--- src/rtl/mul8_nibble_sched.sv ---
// rtl/mul8_nibble_sched.sv - unsigned 8x8 multiply scheduled over one shared 4x4 multiplier
module mul8_nibble_sched #(
    parameter int SETTLE = 1
) (
    input  logic        clk,
    input  logic        rst,
    input  logic        in_valid,
    output logic        in_ready,
    input  logic [7:0]  a,
    input  logic [7:0]  b,
    output logic        out_valid,
    input  logic        out_ready,
    output logic [15:0] product,
    output logic        busy,
    output logic [3:0]  mx,
    output logic [3:0]  my,
    input  logic [7:0]  mz
);

    typedef enum logic [2:0] {IDLE, P0, P1, P2, P3, DONE} state_t;

    localparam logic [3:0] LAST = 4'(SETTLE - 1);

    state_t      r_state;
    logic [7:0]  r_a;
    logic [7:0]  r_b;
    logic [15:0] r_acc;
    logic [3:0]  r_cnt;

    logic        w_accept;
    logic        w_retire;
    logic        w_last;
    logic [15:0] w_term;
    logic [15:0] w_sum;

    assign in_ready = (r_state == IDLE) | ((r_state == DONE) & out_ready);
    assign w_accept = in_valid & in_ready;
    assign w_retire = (r_state == DONE) & out_ready;
    assign w_last   = (r_cnt == LAST);
    assign w_sum    = r_acc + w_term;

    // Nibble pair and partial-product weight for the current pass
    always_comb begin
        mx     = 4'h0;
        my     = 4'h0;
        w_term = 16'h0000;
        case (r_state)
            P0: begin
                mx     = r_a[3:0];
                my     = r_b[3:0];
                w_term = {8'h00, mz};
            end
            P1: begin
                mx     = r_a[3:0];
                my     = r_b[7:4];
                w_term = {4'h0, mz, 4'h0};
            end
            P2: begin
                mx     = r_a[7:4];
                my     = r_b[3:0];
                w_term = {4'h0, mz, 4'h0};
            end
            P3: begin
                mx     = r_a[7:4];
                my     = r_b[7:4];
                w_term = {mz, 8'h00};
            end
            default: begin
                mx     = 4'h0;
                my     = 4'h0;
                w_term = 16'h0000;
            end
        endcase
    end

    always_ff @(posedge clk) begin
        if (rst) begin
            r_state   <= IDLE;
            r_a       <= 8'h00;
            r_b       <= 8'h00;
            r_acc     <= 16'h0000;
            r_cnt     <= 4'h0;
            product   <= 16'h0000;
            out_valid <= 1'b0;
            busy      <= 1'b0;
        end else begin
            case (r_state)
                IDLE, DONE: begin
                    if (w_retire)
                        out_valid <= 1'b0;
                    if (w_accept) begin
                        r_a     <= a;
                        r_b     <= b;
                        r_acc   <= 16'h0000;
                        r_cnt   <= 4'h0;
                        busy    <= 1'b1;
                        r_state <= P0;
                    end else if (w_retire) begin
                        r_state <= IDLE;
                    end
                end
                P0, P1, P2: begin
                    if (w_last) begin
                        r_acc <= w_sum;
                        r_cnt <= 4'h0;
                        case (r_state)
                            P0:      r_state <= P1;
                            P1:      r_state <= P2;
                            default: r_state <= P3;
                        endcase
                    end else begin
                        r_cnt <= r_cnt + 4'h1;
                    end
                end
                P3: begin
                    if (w_last) begin
                        r_acc     <= w_sum;
                        r_cnt     <= 4'h0;
                        product   <= w_sum;
                        out_valid <= 1'b1;
                        busy      <= 1'b0;
                        r_state   <= DONE;
                    end else begin
                        r_cnt <= r_cnt + 4'h1;
                    end
                end
                default: begin
                    r_state <= IDLE;
                    busy    <= 1'b0;
                end
            endcase
        end
    end

endmodule

--- config.mk ---
export PLATFORM = sky130hd
export DESIGN_NAME = mul8_nibble_sched
export DESIGN_NICKNAME = d
export VERILOG_FILES = /design/src/rtl/mul8_nibble_sched.sv
export SDC_FILE = /design/constraint.sdc
export NUM_CORES = 1
export LEC_CHECK = 0
export ABC_AREA = 0
export CORE_MARGIN = 2
export CORE_UTILIZATION = 48
export CTS_CLUSTER_DIAMETER = 60
export DETAILED_ROUTE_END_ITERATION = 8
export GPL_TIMING_DRIVEN = 0
export PLACE_DENSITY = 0.77
export SLEW_MARGIN = 30
export SYNTH_ARGS = -nofsm -noshare
export SYNTH_HDL_FRONTEND = slang
export SYNTH_SLANG_ARGS = --single-unit
--- constraint.sdc ---
create_clock -name clk -period 2.46 [get_ports clk]
set_input_delay 0.369 -clock clk [delete_from_list [all_inputs] [get_ports clk]]
set_output_delay 0.369 -clock clk [all_outputs]
set_load 0.01 [all_outputs]
==> results.yml <==
outcome:
  outcome: "complete, but fails checks"
  violations: "setup timing"
sta:
  finalHoldViolCount: 0
  setup_viol: 6
  setup_ws_ns: -0.0323
  slew_headroom_pct: 59.5
  slew_violations: 0
  fin_crit_ns: 2.49
  fin_skew_ns: 0.00998
  holdWs_ns: 0.456
  fin_crit_sh_pct: 101
  rsz0062_at_grt: "true"
  max_clock_freq_mhz: 401
  tightest_slew_ns: 0.607
  tns_ns: -0.0906
clock_network:
  clock-sinks: 57
  cts_tree: "built"
  cts_hold_buf: 0
  h-tree-depth: 3
  cts_made_buffers: 9
  clk_latency_ns: 0.35
  clock-root-buffer: "clkbuf_8"
  clk_pin_slew_ns: 0.08
  max-clock-path-buffers: 2
setup_path:
  cp-start-kind: "flop"
  cp.required_ns: 2.73
  path_delay_family: "compound AO/OA/AOI/OAI gates"
  path_cells: "buf_6, nor2b_4, a22oi_1, nor2_1, ha_4, a21oi_1, o21ai_1, a31oi_4, o21bai_4, xnor2_2, o31ai_1"
  critPathBufInv: 1
  cp_slowest_cell: "dfxtp_2"
  crit_fanout: 10
  worstPathArrival_ns: 2.76
  critical_path_class: "flop to flop"
  cp_slowest_stage_delay_ns: 0.35
  worstSetupEndpointType: "flop"
final_layout:
  nets: 541
  stdcell_area_um2: 4740
  drive_above_1_share_pct: 23.2
  antenna_cells: 0
  fin_util_pct: 70.1
  final_cells: 580
  syn_to_final_growth_pct: 42.8
min_path:
  hp-class: "flop to flop"
logic_synthesis:
  ys_ff_latch: 57
  yosysUniqueCellTypes: 57
  synth_xor_area_share_pct: 4.72
  synth-main-ff-cell: "dfxtp_1"
  synthesis.area_um2: 3320
  synth-compound-area-share_pct: 25.4
  yosys.area_share.simple_pct: 23.5
  avgSynthCellArea_um2: 8.07
  synthAdderAreaFrac_pct: 7.02
  synth-seq-area-share_pct: 34.4
  async_flop_share_pct: 0
  synth_top_cell_by_area: "dfxtp_1"
  yosys_warnings: 0
  synth_top_family_by_area: "compound AO/OA/AOI/OAI gates"
  synth_edf_count: 0
  syn_nets: 457
  yosysTopAreaCellShare_pct: 34.4
  synth_mux_area_share_pct: 0.302
  ys_top_cells_by_area: "dfxtp_1 (34%), nand2_1 (8.8%), ha_1 (6.4%), a21oi_1 (6.2%), nor2_1 (3.2%)"
  syn_inst: 411
place:
  dpl.hpwl_um: 6390
  dp_slack_ns: -0.372
  place.port_buffers: 54
  gp_congestion: 0.864
  dp_cells: 545
  placed_cell_area_um2: 3970
power:
  power_mw: 4.55
  p_seq_share_pct: 26.1
  ir_worst_vdd_uv: 528
  switching_share_pct: 39.9
  combPwrFrac_pct: 52.1
  p_per_area_nw_per_um2: 962
  p_leak_nw: 1.82
  p_sw_mw: 1.82
  clkPwrFrac_pct: 21.8
  internal_power_mw: 2.74
global_route:
  antenna_found_initial: 0
  overflow: 0
  grt_pass1_vias: 3169
  grt.total_usage_pct: 25.0
  grt_pass1_wl_um: 14700
  grt_max_degree: 12
routing:
  viasPerCell: 5.95
  drc: 0
  drt-wirelength-per-cell_um: 17.5
  ant_nets: 0
  drtIter0Drc: 210
  dr.pass1.iters: 5
  vias: 3453
  wl_um: 10100
floorplanning:
  row_count: 30
  core_area_um2: 6760
  die-width_um: 87.1
  start_util_pct: 49.1
  die-area_um2: 7590
  io_pins: 55
  die_h_um: 87.1
job:
  cap_violations: 0
[routing by layer]
layer	wire length [um]	global-route usage [%]	part of all wire [%]
met5	0	0	0
met2	4860	41.0	48
met3	623	6.26	6.2
met4	313	10.1	3.1
met1	4330	31.3	43
[sequential cells by signal, indices dropped and copies added (netlist names)]
register / count
busy: 1
r_a: 8
out_valid: 1
r_acc: 16
r_state: 3
r_b: 8
product: 16
r_cnt: 4
[power by group through the flow]
stage / Clock (mW) / Combinational (mW) / Sequential, mW
2_1_floorplan: 0 / 1.25 / 1.17
3_3_place_gp: 0 / 1.70 / 1.18
3_5_place_dp: 0 / 1.74 / 1.19
4_1_cts: 1.00 / 1.90 / 1.17
5_1_grt: 1.04 / 2.53 / 1.20
6_report: 0.993 / 2.37 / 1.19
[Yosys cell counts, types with 2 or more instances]
| cell type | count |
|---|---|
| and4_1 | 2 |
| o21a_1 | 2 |
| and2_1 | 12 |
| or3_1 | 2 |
| xor2_1 | 8 |
| nand3_1 | 7 |
| nor2b_1 | 6 |
| o21ai_1 | 6 |
| nor3_1 | 4 |
| a21oi_2 | 3 |
| clkbuf_1 | 8 |
| o21ai_0 | 14 |
| a32o_1 | 5 |
| nand4_1 | 5 |
| nand2_1 | 78 |
| o211ai_1 | 5 |
| a21oi_1 | 41 |
| o31ai_1 | 2 |
| xnor2_1 | 8 |
| buf_2 | 10 |
| a22oi_1 | 8 |
| buf_4 | 6 |
| a22o_1 | 9 |
| and3_1 | 11 |
| inv_1 | 4 |
| ha_1 | 17 |
| nor2_1 | 28 |
| dfxtp_1 | 57 |
| a32oi_1 | 3 |
| a211oi_1 | 2 |
| a211oi_2 | 3 |
| a21o_1 | 8 |
| a311o_1 | 2 |
| o21ai_2 | 2 |
[layout make-up]
| class | instances | area [um2] |
|---|---|---|
| plain buffers | 24 | 196 |
| clock buffers | 9 | 124 |
| clock inverters | 7 | 93.8 |
| fillers | 529 | 2020 |
| inverters | 4 | 15.0 |
| multi-input cells | 324 | 2360 |
| flip-flops and latches | 57 | 1150 |
| well taps | 80 | 100 |
| repair buffers | 75 | 703 |
[final timing paths]
kind	from	endpoint	slack (ns)	depth (start not counted)
min	product[5]$_SDFFE_PP0P_	product[5]$_SDFFE_PP0P_	0.46	2
max reg2reg	r_state[0]$_SDFFE_PP0P_	product[12]$_SDFFE_PP0P_	-0.03	11
max	r_state[0]$_SDFFE_PP0P_	product[12]$_SDFFE_PP0P_	-0.03	11
min reg2reg	product[5]$_SDFFE_PP0P_	product[5]$_SDFFE_PP0P_	0.46	2
[logic make-up after synthesis]
logic type	after synthesis
and+or+nand+nor	165
AOI/OAI and AO/OA	123
DFF	57
buffers and inverters	30
adders and majority gates	18
xor gates and xnor gates	17
muxes	1
[tightest hold or removal path, cell delays in order, from the launching register on]
cell and delay [ns]:
dfxtp_1 0.31, nand2_1 0.05, a21oi_1 0.05
[cells in the final DEF (no fill, tap or decap), types with 7 or more instances in the layout]
cell type        count
clkdlybuf4s50_1     52
a22o_1               9
nand2_1             77
and3_1              11
ha_4                 8
xor2_1               7
xnor2_1              7
and2_1               9
nor2_1              25
a21o_1               8
a21oi_1             38
o21ai_0             12
buf_4               25
clkbuf_8             9
dfxtp_1             54
[timing repair]
action	CTS	global route
pin swaps	13	23
setup buffers	8	13
endpoints found under the setup margin	26	26
gates resized for setup	32	63
No activity file was read; power rests on OpenSTA's default activity.
